File: src/rtl/snake_body_scheduler_if.sv
// Request/stream bundle between the game FSM / VGA tracker side and the body scheduler.
// The scheduler uses the slave view; the game/graphics side uses the master view.
interface snake_body_scheduler_if #(
  parameter int unsigned SNAKE_LENGTH_BIT = 7
);
  logic                        frame_start;
  logic                        init_req;
  logic [6:0]                  init_x;
  logic [6:0]                  init_y;
  logic                        move_req;
  logic                        grow;
  logic [6:0]                  old_head_x;
  logic [6:0]                  old_head_y;
  logic                        init_ack;
  logic                        move_ack;
  logic                        length_full;
  logic [SNAKE_LENGTH_BIT-1:0] snake_length;
  logic [SNAKE_LENGTH_BIT-1:0] body_count;
  logic [6:0]                  snake_body_x;
  logic [6:0]                  snake_body_y;
  logic                        body_valid;
  logic                        stream_busy;

  modport slave (
    input  frame_start, init_req, init_x, init_y, move_req, grow, old_head_x, old_head_y,
    output init_ack, move_ack, length_full, snake_length, body_count, snake_body_x,
           snake_body_y, body_valid, stream_busy
  );

  modport master (
    output frame_start, init_req, init_x, init_y, move_req, grow, old_head_x, old_head_y,
    input  init_ack, move_ack, length_full, snake_length, body_count, snake_body_x,
           snake_body_y, body_valid, stream_busy
  );
endinterface

File: src/rtl/snake_body_scheduler.sv
// Snake body store in a circular buffer; serialises init, head-shift moves and the
// per-frame body stream so graphics only ever sees a consistent snake.
module snake_body_scheduler #(
  parameter int unsigned SNAKE_LENGTH_BIT = 7,
  parameter int unsigned SNAKE_LENGTH_MAX = 128,
  parameter int unsigned INIT_LENGTH      = 3
) (
  input  logic                   clock_25,
  input  logic                   reset,
  snake_body_scheduler_if.slave  bus
);

  localparam int unsigned W = SNAKE_LENGTH_BIT;
  localparam logic [W-1:0] LenMax   = W'(SNAKE_LENGTH_MAX - 1);
  localparam logic [W-1:0] InitLast = W'(INIT_LENGTH - 1);
  localparam logic [W-1:0] InitLen  = W'(INIT_LENGTH);
  localparam logic [W-1:0] One      = W'(1);

  typedef enum logic [1:0] {StIdle, StInit, StMove, StStream} state_e;

  state_e       state_q, state_d;
  logic [W-1:0] ptr_q, ptr_d;
  logic [W-1:0] len_q, len_d;
  logic [W-1:0] k_q, k_d;
  logic         stream_pend_q, stream_pend_d;
  logic         init_ack_q, init_ack_d;
  logic         move_ack_q, move_ack_d;
  logic [W-1:0] snake_length_q, snake_length_d;
  logic [W-1:0] body_count_q;
  logic         body_valid_q;
  logic [13:0]  rd_data_q;

  logic [13:0]  mem_q [SNAKE_LENGTH_MAX];
  logic         we;
  logic [W-1:0] waddr;
  logic [13:0]  wdata;
  logic         rd_en;
  logic [W-1:0] rd_addr;

  always_comb begin
    state_d        = state_q;
    ptr_d          = ptr_q;
    len_d          = len_q;
    k_d            = k_q;
    stream_pend_d  = stream_pend_q | (bus.frame_start & (state_q != StStream));
    init_ack_d     = 1'b0;
    move_ack_d     = 1'b0;
    snake_length_d = snake_length_q;
    we             = 1'b0;
    waddr          = ptr_q;
    wdata          = '0;
    rd_en          = 1'b0;
    rd_addr        = ptr_q + k_q;

    unique case (state_q)
      StIdle: begin
        // A request still high in its ack cycle is the one just served; don't rerun it.
        if (bus.init_req && !init_ack_q) begin
          state_d = StInit;
          k_d     = '0;
        end else if (stream_pend_q) begin
          state_d        = StStream;
          k_d            = '0;
          stream_pend_d  = 1'b0;
          snake_length_d = len_q;
        end else if (bus.move_req && !move_ack_q) begin
          state_d = StMove;
        end
      end
      StInit: begin
        we    = 1'b1;
        waddr = k_q;
        wdata = {bus.init_x - 7'd1 - k_q, bus.init_y};
        ptr_d = '0;
        len_d = InitLen;
        k_d   = k_q + One;
        if (k_q == InitLast) begin
          state_d    = StIdle;
          init_ack_d = 1'b1;
        end
      end
      StMove: begin
        ptr_d = ptr_q - One;
        we    = 1'b1;
        waddr = ptr_q - One;
        wdata = {bus.old_head_x, bus.old_head_y};
        if (bus.grow && (len_q != LenMax)) begin
          len_d = len_q + One;
        end
        move_ack_d = 1'b1;
        state_d    = StIdle;
      end
      StStream: begin
        if (len_q == '0) begin
          state_d = StIdle;
        end else begin
          rd_en = 1'b1;
          k_d   = k_q + One;
          if (k_q == len_q - One) begin
            state_d = StIdle;
          end
        end
      end
      default: state_d = StIdle;
    endcase
  end

  always_ff @(posedge clock_25 or negedge reset) begin
    if (!reset) begin
      state_q        <= StIdle;
      ptr_q          <= '0;
      len_q          <= '0;
      k_q            <= '0;
      stream_pend_q  <= 1'b0;
      init_ack_q     <= 1'b0;
      move_ack_q     <= 1'b0;
      snake_length_q <= '0;
    end else begin
      state_q        <= state_d;
      ptr_q          <= ptr_d;
      len_q          <= len_d;
      k_q            <= k_d;
      stream_pend_q  <= stream_pend_d;
      init_ack_q     <= init_ack_d;
      move_ack_q     <= move_ack_d;
      snake_length_q <= snake_length_d;
    end
  end

  always_ff @(posedge clock_25) begin
    if (we) begin
      mem_q[waddr] <= wdata;
    end
  end

  // Read register doubles as the stream output, so data and index hold between beats.
  always_ff @(posedge clock_25 or negedge reset) begin
    if (!reset) begin
      rd_data_q    <= '0;
      body_count_q <= '0;
      body_valid_q <= 1'b0;
    end else begin
      body_valid_q <= rd_en;
      if (rd_en) begin
        rd_data_q    <= mem_q[rd_addr];
        body_count_q <= k_q;
      end
    end
  end

  assign bus.init_ack     = init_ack_q;
  assign bus.move_ack     = move_ack_q;
  assign bus.length_full  = (len_q == LenMax);
  assign bus.snake_length = snake_length_q;
  assign bus.body_count   = body_count_q;
  assign bus.snake_body_x = rd_data_q[13:7];
  assign bus.snake_body_y = rd_data_q[6:0];
  assign bus.body_valid   = body_valid_q;
  assign bus.stream_busy  = (state_q == StStream);

endmodule
File: src/flat_wrapper.sv
// flat-port wrapper written by rule: the top's interface ports become plain ports
module snake_body_scheduler_flat 
#(
  parameter int unsigned SNAKE_LENGTH_BIT = 7,
  parameter int unsigned SNAKE_LENGTH_MAX = 128,
  parameter int unsigned INIT_LENGTH      = 3
)
  (clock_25, reset, bus_frame_start, bus_init_req, bus_init_x, bus_init_y, bus_move_req, bus_grow, bus_old_head_x, bus_old_head_y, bus_init_ack, bus_move_ack, bus_length_full, bus_snake_length, bus_body_count, bus_snake_body_x, bus_snake_body_y, bus_body_valid, bus_stream_busy);
  snake_body_scheduler_if #(.SNAKE_LENGTH_BIT(SNAKE_LENGTH_BIT)) bus_i ();
  input  logic clock_25;
  input  logic reset;
  input wire logic [$bits(bus_i.frame_start)-1:0] bus_frame_start;
  input wire logic [$bits(bus_i.init_req)-1:0] bus_init_req;
  input wire logic [$bits(bus_i.init_x)-1:0] bus_init_x;
  input wire logic [$bits(bus_i.init_y)-1:0] bus_init_y;
  input wire logic [$bits(bus_i.move_req)-1:0] bus_move_req;
  input wire logic [$bits(bus_i.grow)-1:0] bus_grow;
  input wire logic [$bits(bus_i.old_head_x)-1:0] bus_old_head_x;
  input wire logic [$bits(bus_i.old_head_y)-1:0] bus_old_head_y;
  output wire logic [$bits(bus_i.init_ack)-1:0] bus_init_ack;
  output wire logic [$bits(bus_i.move_ack)-1:0] bus_move_ack;
  output wire logic [$bits(bus_i.length_full)-1:0] bus_length_full;
  output wire logic [$bits(bus_i.snake_length)-1:0] bus_snake_length;
  output wire logic [$bits(bus_i.body_count)-1:0] bus_body_count;
  output wire logic [$bits(bus_i.snake_body_x)-1:0] bus_snake_body_x;
  output wire logic [$bits(bus_i.snake_body_y)-1:0] bus_snake_body_y;
  output wire logic [$bits(bus_i.body_valid)-1:0] bus_body_valid;
  output wire logic [$bits(bus_i.stream_busy)-1:0] bus_stream_busy;
  assign bus_i.frame_start = bus_frame_start;
  assign bus_i.init_req = bus_init_req;
  assign bus_i.init_x = bus_init_x;
  assign bus_i.init_y = bus_init_y;
  assign bus_i.move_req = bus_move_req;
  assign bus_i.grow = bus_grow;
  assign bus_i.old_head_x = bus_old_head_x;
  assign bus_i.old_head_y = bus_old_head_y;
  assign bus_init_ack = bus_i.init_ack;
  assign bus_move_ack = bus_i.move_ack;
  assign bus_length_full = bus_i.length_full;
  assign bus_snake_length = bus_i.snake_length;
  assign bus_body_count = bus_i.body_count;
  assign bus_snake_body_x = bus_i.snake_body_x;
  assign bus_snake_body_y = bus_i.snake_body_y;
  assign bus_body_valid = bus_i.body_valid;
  assign bus_stream_busy = bus_i.stream_busy;
  snake_body_scheduler #(.SNAKE_LENGTH_BIT(SNAKE_LENGTH_BIT), .SNAKE_LENGTH_MAX(SNAKE_LENGTH_MAX), .INIT_LENGTH(INIT_LENGTH)) u_core (.clock_25(clock_25), .reset(reset), .bus(bus_i));
endmodule
File: config.mk
export PLATFORM = sky130hd
export DESIGN_NAME = snake_body_scheduler_flat
export DESIGN_NICKNAME = d
export VERILOG_FILES = /design/src/rtl/snake_body_scheduler_if.sv /design/src/rtl/snake_body_scheduler.sv /design/src/flat_wrapper.sv
export SDC_FILE = /design/constraint.sdc
export NUM_CORES = 1
export LEC_CHECK = 0
export ABC_CLOCK_PERIOD_IN_PS = 9600
export CELL_PAD_IN_SITES_DETAIL_PLACEMENT = 1
export CELL_PAD_IN_SITES_GLOBAL_PLACEMENT = 1
export CORE_MARGIN = 8
export CORE_UTILIZATION = 30
export DETAILED_ROUTE_END_ITERATION = 10
export GPL_TIMING_DRIVEN = 0
export PLACE_DENSITY_LB_ADDON = 0.1
export SLEW_MARGIN = 25
export SYNTH_ARGS = -nofsm -noshare
export SYNTH_HDL_FRONTEND = slang
export SYNTH_SLANG_ARGS = --single-unit
File: constraint.sdc
create_clock -name clock_25 -period 9.6 [get_ports clock_25]
set_input_delay 2.88 -clock clock_25 [delete_from_list [all_inputs] [get_ports clock_25]]
set_output_delay 2.88 -clock clock_25 [all_outputs]
set_load 0.05 [all_outputs]
# Yosys cells after proc, flatten, opt, wreduce, memory -nomap -nowiden

Memories as Yosys holds them, arrays and structs flattened. A register that Yosys moved wholly into a read port is not among the register bits.
Cells that the tools add are included.

Add/sub/neg operators: 7
Eq/ne operators: 14
Multiplexer cells: 27
Bitwise operators: 3
Reductions and logical operators: 15

Operator list:

| kind                                                | count |
|---|---|
| case mux 7 bit (2 select lines)                     | 3 |
| two-way mux 7 bit                                   | 4 |
| case mux 14 bit (2 select lines)                    | 1 |
| case mux 7 bit (3 select lines)                     | 1 |
| subtractor 7 x 1 -> 7 bit, second input constant    | 3 |
| adder 7 x 1 -> 7 bit, second input constant         | 2 |
| two-way mux 2 bit                                   | 6 |
| two-way mux 1 bit                                   | 11 |
| AND reduction 3 bit                                 | 3 |
| case mux 2 bit (4 select lines)                     | 1 |
| adder 7 bit                                         | 1 |
| equality test 7 x 2 -> 1 bit, second input constant | 1 |
| equality test 7 bit                                 | 1 |
| equality test 7 bit, second input constant          | 1 |
| zero test 7 bit                                     | 1 |
| != test 7 bit, second input constant                | 1 |
| subtractor 7 bit                                    | 1 |
| != test 3 x 1 -> 1 bit, second input constant       | 2 |
| equality test 2 bit, second input constant          | 2 |
| != test 2 x 1 -> 1 bit, second input constant       | 2 |
| != test 2 bit, second input constant                | 2 |
| != test 4 x 1 -> 1 bit, second input constant       | 1 |
| logical AND 1 bit                                   | 3 |
| zero test 1 bit                                     | 3 |
| other kinds (9)                                     | 9 |

Flip-flop bits (word level): 41
RAM bits: 1,792
Input port bits: 34
Logic and storage cells: 77
Memories kept: 1

Memories:

| memory       | depth | bits a word | read ports | clocked after memory_dff | write ports | line                       | text |
|---|---|---|---|---|---|---|---|
| u_core.mem_q | 128   | 14          | 1          | 1                        | 1           | snake_body_scheduler.sv:33 | `logic [13:0] mem_q [SNAKE_LENGTH_MAX];` |

# Depth between registers and ports, before layout

Gate-level depths: netlist of run 1.

Depth in word-level cells: 6
Mapped depth: 13

# Least setup slack after synthesis of run 1

No wires, ideal clock.

Path type: input to register
From: in bus_init_x[0]
To: mem u_core.mem_q[0][13] (data pin)
Arrival time: 9,150 ps
Data required time: 8,403 ps
Slack: -747 ps
Stages: 8
Path buffers: 0
Cells stage by stage: ha_1 fa_1 a21o_1 a21oi_1 o21bai_1 a21oi_1 xnor2_1 o21ai_0

Cells in the longest elaborated chain, start to end: 3

RTL lines:

| item                             | line                       | text |
|---|---|---|
| from (decl)                      | flat_wrapper.sv:14         | `input wire logic [$bits(bus_i.init_x)-1:0] bus_init_x;` |
| subtractor 7 x 1 -> 7 bit        | snake_body_scheduler.sv:73 | `wdata = {bus.init_x - 7'd1 - k_q, bus.init_y};` |
| subtractor 7 bit                 | snake_body_scheduler.sv:73 |  |
| case mux 14 bit (2 select lines) | snake_body_scheduler.sv:55 | `unique case (state_q)` |
| via u_core.wdata[13]             | snake_body_scheduler.sv:36 | `logic [13:0] wdata;` |
| to (decl)                        | snake_body_scheduler.sv:33 |  |

The timed path passes the listed nets, and every way through them passes these cells.

# Worst setup path after layout of run 1

From: reg u_core.len_q[3]
To: out bus_length_full

Cells in the longest elaborated chain, start to end: 1

RTL lines:

| item                   | line                        | text |
|---|---|---|
| from (decl)            | snake_body_scheduler.sv:23  | `logic [W-1:0] len_q, len_d;` |
| from (signal assigned) | snake_body_scheduler.sv:121 | `len_q <= len_d;` |
| equality test 7 bit    | snake_body_scheduler.sv:153 | `assign bus.length_full = (len_q == LenMax);` |
| to (decl)              | flat_wrapper.sv:22          | `output wire logic [$bits(bus_i.length_full)-1:0] bus_length_full;` |

No other way between the ends.

==> results of run 1 <==
[critical path: stages (launching register included)]
cell and delay [ns]:
dfrtp_1 0.32, clkbuf_1 0.37, and3_1 0.28, and3_1 0.18, and2_1 0.16, clkdlybuf4s50_1 0.83
[cell families (layout without fill, tap and decap cells)]
logic type | count (synthesis) | in the layout | synth area share
and+or+nand+nor | 584 | 584 | 0.0350
xor gates and xnor gates | 30 | 30 | 0.00383
buffers and inverters | 229 | 836 | 0.0146
muxes | 594 | 594 | 0.144
AOI/OAI and AO/OA | 368 | 368 | 0.0375
adders and majority gates | 24 | 24 | 0.00435
DFF | 1847 | 1847 | 0.761
other | 0 | 8 | 0
[registers in the layout (all words and copies together), names as in the netlist]
register,cells
u_core.bus.body_count,7
u_core.bus.body_valid,1
u_core.bus.init_ack,1
u_core.bus.move_ack,1
u_core.bus.snake_length,7
u_core.k_q,7
u_core.len_q,7
u_core.mem_q,1792
u_core.ptr_q,7
u_core.rd_data_q,14
u_core.state_q,2
u_core.stream_pend_q,1
[cell usage after synthesis (12+ instances only)]
library cell / instances / share of area
edfxtp_1: 1792 / 0.74
mux4_2: 359 / 0.11
mux2i_1: 227 / 0.031
nand2_1: 223 / 0.012
nor2_1: 189 / 0.0098
buf_2: 89 / 0.0061
a22oi_1: 88 / 0.0091
o211ai_1: 88 / 0.0091
clkbuf_1: 85 / 0.0044
nand3_1: 85 / 0.0059
dfrtp_1: 55 / 0.019
o21ai_0: 43 / 0.0030
a221oi_1: 23 / 0.0028
ha_1: 22 / 0.0038
and2_1: 19 / 0.0016
inv_1: 19 / 0.00098
and3_1: 18 / 0.0016
xnor2_1: 17 / 0.0021
a31oi_1: 16 / 0.0014
buf_1: 16 / 0.00083
buf_4: 16 / 0.0017
a21oi_1: 15 / 0.0010
a211oi_1: 14 / 0.0014
a311oi_1: 13 / 0.0016
a22o_1: 12 / 0.0014
a32oi_1: 12 / 0.0014
[power by group through the flow]
| stage | clock (mW) | sequential, mW | combinational, mW |
|---|---|---|---|
| after detailed placement | 0 | 10.3 | 14.9 |
| after CTS | 7.90 | 10.1 | 14.9 |
| after global placement | 0 | 10.7 | 14.0 |
| after floorplan | 0 | 10.5 | 7.65 |
| after global routing | 8.17 | 10.2 | 15.4 |
| final | 7.69 | 10.1 | 14.6 |
[final cells by class]
| type | count | area, um2 |
|---|---|---|
| fill | 23484 | 153000 |
| sequential | 1847 | 55200 |
| clock inverter | 117 | 1010 |
| multi-input combinational | 1600 | 17000 |
| clock buffer | 262 | 5490 |
| buffer | 210 | 1010 |
| tap | 3185 | 3990 |
| antenna | 8 | 20.0 |
| timing repair buffer | 228 | 3400 |
| inverter | 19 | 71.3 |
[through the flow]
stage	area, um2	hold slack [ns]	total power [mW]	setup TNS, ns	setup WS, ns
2_1_floorplan	72600	0.532	18.1	0	1.45
3_3_place_gp	77200	0.463	24.7	-2387.15	-5.24
3_5_place_dp	80600	0.466	25.2	0	3.45
4_1_cts	87100	0.480	33.0	0	3.60
5_1_grt	87100	0.515	33.7	0	3.55
6_report	87100	0.473	32.5	0	3.74
[worst paths after layout]
path | startpoint | end
setup reg to reg | u_core.k_q[0]$_DFFE_PN0P_ | u_core.rd_data_q[13]$_DFFE_PN0P_
hold / removal | u_core.bus.body_count[6]$_DFFE_PN0P_ | u_core.bus.body_count[6]$_DFFE_PN0P_
min in group asynchronous | reset | u_core.bus.body_count[4]$_DFFE_PN0P_
max in group asynchronous | reset | u_core.rd_data_q[6]$_DFFE_PN0P_
setup / recovery | u_core.len_q[3]$_DFFE_PN0P_ | bus_length_full
hold reg to reg | u_core.bus.body_count[6]$_DFFE_PN0P_ | u_core.bus.body_count[6]$_DFFE_PN0P_
[per-layer routing]
layer	vias to the layer above	share of wire	wire, um
li1	16030	-	-
met1	20858	0.46	113000
met2	1008	0.47	115000
met3	302	0.045	11000
met4	0	0.031	7600
met5	-	0	0
==> qor.txt, run 1 <==
Outcome: finished clean
Power share of the combinational group: 0.451
Rel. slew slack: 0.240
Clk_lat worst skew: 0.85 ns
Final setup fails: 0
H-Tree Depth: 4
Critical Path Sink Type: output pin
DRC: 0
PortBufs: 66
DP HPWL: 174 mm
Pint: 19.4 mW
Crit share post-route: 0.610
Area growth syn-to-layout: 20.1%
Clock buffer depth: 3
Largest net degree at the start of global routing: 67
Min Tclk post-route: 5.86 ns
DR vias: 38.2k
Share of cells above drive strength 1: 0.255
Clock slew at reported path FFs: 0.06 ns
Vias per cell: 5.11
Fin. max-slew vios: 0
Post-synthesis sequential area ratio: 0.761
TritonCTS clock tree: built
Cells after DPL: 7089
Root Driver: clkbuf_16
Antenna violations before repair: 16
Arrival time worst endpoint: 2.98 ns
Fmax achieved: 171 MHz
Final net count: 4171
Post-CTS setup buffers: 0
Cells on Worst Hold Path: 2
TritonRoute pass-1 iters: 5
Critical path start-end classification: flip-flop to output pin
Vias in the first global route: 40.3k
Power per cell area: 373 mW/mm2
Gr busiest metal: met2
Yosys reg bits: 1847
Startpoint Class: flip-flop
Met2 usage: 0.303
Die area: 0.258 mm2
CTS Hold Bufs: 0
Syn Area/Cell: 19.7 um2
Post-synthesis async set-or-reset flop share: 0.0298
Net Sw Power: 13.1 mW
Worst reg2reg path depth: 11
# rows: 180
Reg2Reg Setup Slack: 3.99 ns
GRT Total Usage: 0.188
Placer Congestion: 0.798
Hold Path Class: flip-flop to flip-flop
Synthesized Nets: 3734
Max Cap Viol: 0
Grt met3 use: 0.0265
Post-synth EDFFs: 1792
Crit path max fanout: 8
Die width: 508 um
Clk_skew: 0.0397 ns
Clock sinks: 1847
Unique cell type count in the Yosys netlist: 61
Inserted Clock Buffers: 207
M1 GR Usage: 0.266
ANT nets after route: 0
Setup repair after global routing missed its margin: false
Syn Inst Count: 3676
Worst Max-Slew Pin Slew: 1.13 ns
Clock power frac: 0.237
Synthesized area: 0.0726 mm2
Top Ports: 67
Final design utilization: 0.362
Hold Violations, Final: 0
Sequential share of power: 0.312
Most frequent cells in the layout: 1792 x edfxtp_1, 359 x mux4_2, 227 x mux2i_1
Most common cell after layout, fill and taps aside: edfxtp_1
Post-Layout Cell Count: 7476
First-pass GRT wire length: 341 mm
Avg WL per Cell: 32.9 um
Dominant synthesized flop cell: edfxtp_1
Crit path required time: 6.72 ns
Initial DRC count: 3260
VDD IR max: 0.000222 V
Sw Share: 0.404
Total wire length: 246 mm
Core Region: 0.241 mm2
YS warnings: 0
Overflow after GRT: 0
Initial Util: 0.302
Leak Pwr: 27.6 nW
Count of cells resized by post-cts repair: 0
Die Y: 508 um
Note: power is estimated with default switching activity, not from simulation.
==> run 2, diff against run 1 <==
--- a/config.mk
+++ b/config.mk
@@ -5,7 +5,7 @@
 export SDC_FILE = /design/constraint.sdc
 export NUM_CORES = 1
 export LEC_CHECK = 0
-export ABC_CLOCK_PERIOD_IN_PS = 9600
+export ABC_CLOCK_PERIOD_IN_PS = 5750
 export CELL_PAD_IN_SITES_DETAIL_PLACEMENT = 1
 export CELL_PAD_IN_SITES_GLOBAL_PLACEMENT = 1
 export CORE_MARGIN = 8
==> constraint.sdc (replaced) <==
create_clock -name clock_25 -period 5.75 [get_ports clock_25]
set_input_delay 1.725 -clock clock_25 [delete_from_list [all_inputs] [get_ports clock_25]]
set_output_delay 1.725 -clock clock_25 [all_outputs]
set_load 0.05 [all_outputs]
==> qor.txt, run 2 (same netlist as run 1, synthesis figures left out) <==
Placer Congestion: 0.802 (+0.58%)
Crit path max fanout: 10 (+2)
Vias in the first global route: 40.0k (-0.76%)
Placed inst area: 0.0805 mm2 (-0.16%)
Sw Share: 0.405 (about the same)
CP peak stage delay: 0.84 ns (about the same)
First-pass GRT wire length: 342 mm (+0.18%)
Top delay family on crit path: buffers and inverters
Sequential share of power: 0.315 (+0.003)
TritonRoute pass-1 iters: 5 (unchanged)
Crit path required time: 6.44 ns (-0.28 ns)
DR vias: 38.1k (-0.14%)
Post-Layout Inst Area: 0.0868 mm2 (-0.37%)
Inserted Clock Buffers: 206 (-0.48%)
# rows: 180 (unchanged)
Critical path start-end classification: flip-flop to flip-flop
H-Tree Depth: 4 (unchanged)
Final net count: 4153 (-0.43%)
Core Region: 0.241 mm2 (unchanged)
Crit-path cells: ha_1, fa_1, xor2_1, buf_4, buf_4, buf_2, mux4_2, mux2i_1, o21ai_0, o21ai_1, o211ai_1
Total power draw: 53.7 mW (+65%)
Initial DRC count: 3419 (+4.9%)
Top cell by count, worst path: buf_4
Top Ports: 67 (unchanged)
Most common cell after layout, fill and taps aside: edfxtp_1
Filler cell count: 23.5k (+0.021%)
Overflow after GRT: 0 (unchanged)
Pint: 32.0 mW (+65%)
Top reg by flops: u_core.mem_q
Biggest regs: u_core.mem_q (1792), u_core.rd_data_q (14)
Leak Pwr: 27.3 nW (-0.88%)
Vias per cell: 5.12 (+0.14%)
Critical Path Sink Type: flip-flop
Root Driver: clkbuf_16
Avg WL per Cell: 33.2 um (+0.92%)
Die Y: 508 um (unchanged)
Net Sw Power: 21.7 mW (+65%)
VDD IR max: 0.000356 V (+60%)
Clock sinks: 1847 (unchanged)
Clock slew at reported path FFs: 0.06 ns (about the same)
Startpoint Class: flip-flop
Hold Violations, Final: 0 (unchanged)
Post-CTS setup buffers: 0 (unchanged)
Clk_skew: 0.0468 ns (+0.00707 ns)
Die area: 0.258 mm2 (unchanged)
Min Tclk post-route: 5.57 ns
Clk_lat worst skew: 0.87 ns (+0.02 ns)
Setup TNS: 0 ns (unchanged)
Slowest cell on the critical path: xor2_1
DP HPWL: 173 mm (-0.69%)
GRT Total Usage: 0.189 (+0.00108)
TritonCTS clock tree: built
Clock buffer depth: 3 (unchanged)
Largest register FFs: 1792 (unchanged)
Area growth syn-to-layout: 19.7%
Fin. max-slew vios: 0 (unchanged)
Crit share post-route: 0.968
Setup repair after global routing missed its margin: false
Final setup fails: 0 (unchanged)
Outcome: finished clean
Max Cap Viol: 0 (unchanged)
Power per cell area: 618 mW/mm2 (+66%)
Die width: 508 um (unchanged)
Hold Path Class: flip-flop to flip-flop
Final WS setup: 0.183 ns (-3.56 ns)
Antenna violations before repair: 13 (-3)
Largest net degree at the start of global routing: 65 (-3.0%)
Clock power frac: 0.233 (-0.004)
DRC: 0 (unchanged)
Rel. slew slack: 0.312 (+0.0716)
PortBufs: 66 (unchanged)
Most frequent cells in the layout: 1792 x edfxtp_1, 359 x mux4_2, 227 x mux2i_1
Power share of the combinational group: 0.452 (about the same)
Fmax achieved: 180 MHz
ANT nets after route: 0 (unchanged)
Arrival time worst endpoint: 6.26 ns (+3.28 ns)
Share of cells above drive strength 1: 0.249 (-0.00561)
Total wire length: 248 mm (+0.64%)
Number of buffer and inverter stages on the critical path: 3 (+1)
Initial Util: 0.302 (unchanged)
Pre-CTS setup slack: -0.328 ns (-3.77 ns)
Worst Max-Slew Pin Slew: 1.03 ns (-0.0997 ns)
## run 2: changes by cell type in the layout (fill, tap and decap cells not counted), sizes merged
| cell | previous run | this run |
|---|---|---|
| diode | 8 | 11 |
| bufinv | 13 | 8 |
| clkbuf | 347 | 362 |
| buf | 288 | 271 |
| clkinv | 94 | 79 |
| clkinvlp | 4 | 1 |
| inv | 25 | 26 |
## run 2: repair_timing
item                       CTS  global route
resized for setup            6             0
setup endpoints to repair    6             0
hold buffers                 0             0
## run 2: path summary, 6_finish.rpt
| check | startpoint | to | slack [ns] | cells past startpoint |
|---|---|---|---|---|
| setup / recovery | u_core.k_q[0]$_DFFE_PN0P_ | u_core.rd_data_q[5]$_DFFE_PN0P_ | 0.18 | 11 |
| hold / removal | u_core.bus.body_count[6]$_DFFE_PN0P_ | u_core.bus.body_count[6]$_DFFE_PN0P_ | 0.48 | 2 |
| setup reg to reg | u_core.k_q[0]$_DFFE_PN0P_ | u_core.rd_data_q[5]$_DFFE_PN0P_ | 0.18 | 11 |
| hold reg to reg | u_core.bus.body_count[6]$_DFFE_PN0P_ | u_core.bus.body_count[6]$_DFFE_PN0P_ | 0.48 | 2 |
| max in group asynchronous | reset | u_core.rd_data_q[5]$_DFFE_PN0P_ | 4.39 | 2 |
| min in group asynchronous | reset | u_core.len_q[3]$_DFFE_PN0P_ | 0.80 | 1 |
## run 2: through the flow
| step | instances | hold slack (ns) | util |
|---|---|---|---|
| 2_1_floorplan | 3676 | 0.532 | - |
| 3_3_place_gp | 6927 | 0.473 | 0.321 |
| 3_5_place_dp | 7072 | 0.472 | 0.335 |
| 4_1_cts | 7444 | 0.487 | 0.361 |
| 5_1_grt | 7445 | 0.497 | 0.361 |
| 6_report | 7455 | 0.481 | 0.361 |
## run 2: cell type report
cell class	count	area (um2)	area share
antenna	11	27.5	0.000317
buffer	210	1010	0.0117
inverter	19	71.3	0.000821
clock inverter	95	808	0.00931
sequential	1847	55200	0.636
clock buffer	277	5470	0.0630
timing repair buffer	211	3160	0.0364
multi-input combinational	1600	17100	0.197
tap	3185	3990	0.0459
## run 2: per-layer routing
layer  vias up  wire [um]  global-route usage
met3       278      11300              0.0257
met5         -          0                   0
li1      16000          -                   -
met4         0       8320              0.0601
met1     20869     113000               0.270
met2       997     115000               0.301
## run 2: power groups by stage
stage	combinational (mW)	sequential [mW]	clock [mW]
floorplan	12.8	17.5	0
global route	25.5	16.9	13.3
CTS	24.8	16.9	12.8
finish	24.3	16.9	12.5
global placement	23.3	17.8	0
detailed placement	24.7	17.2	0
## run 2: worst min-delay path: cells and delay by family, from the launching register on
family	cells	cell delay (ns)
flip-flops	1	0.34
AND/OR/NAND/NOR	2	0.10
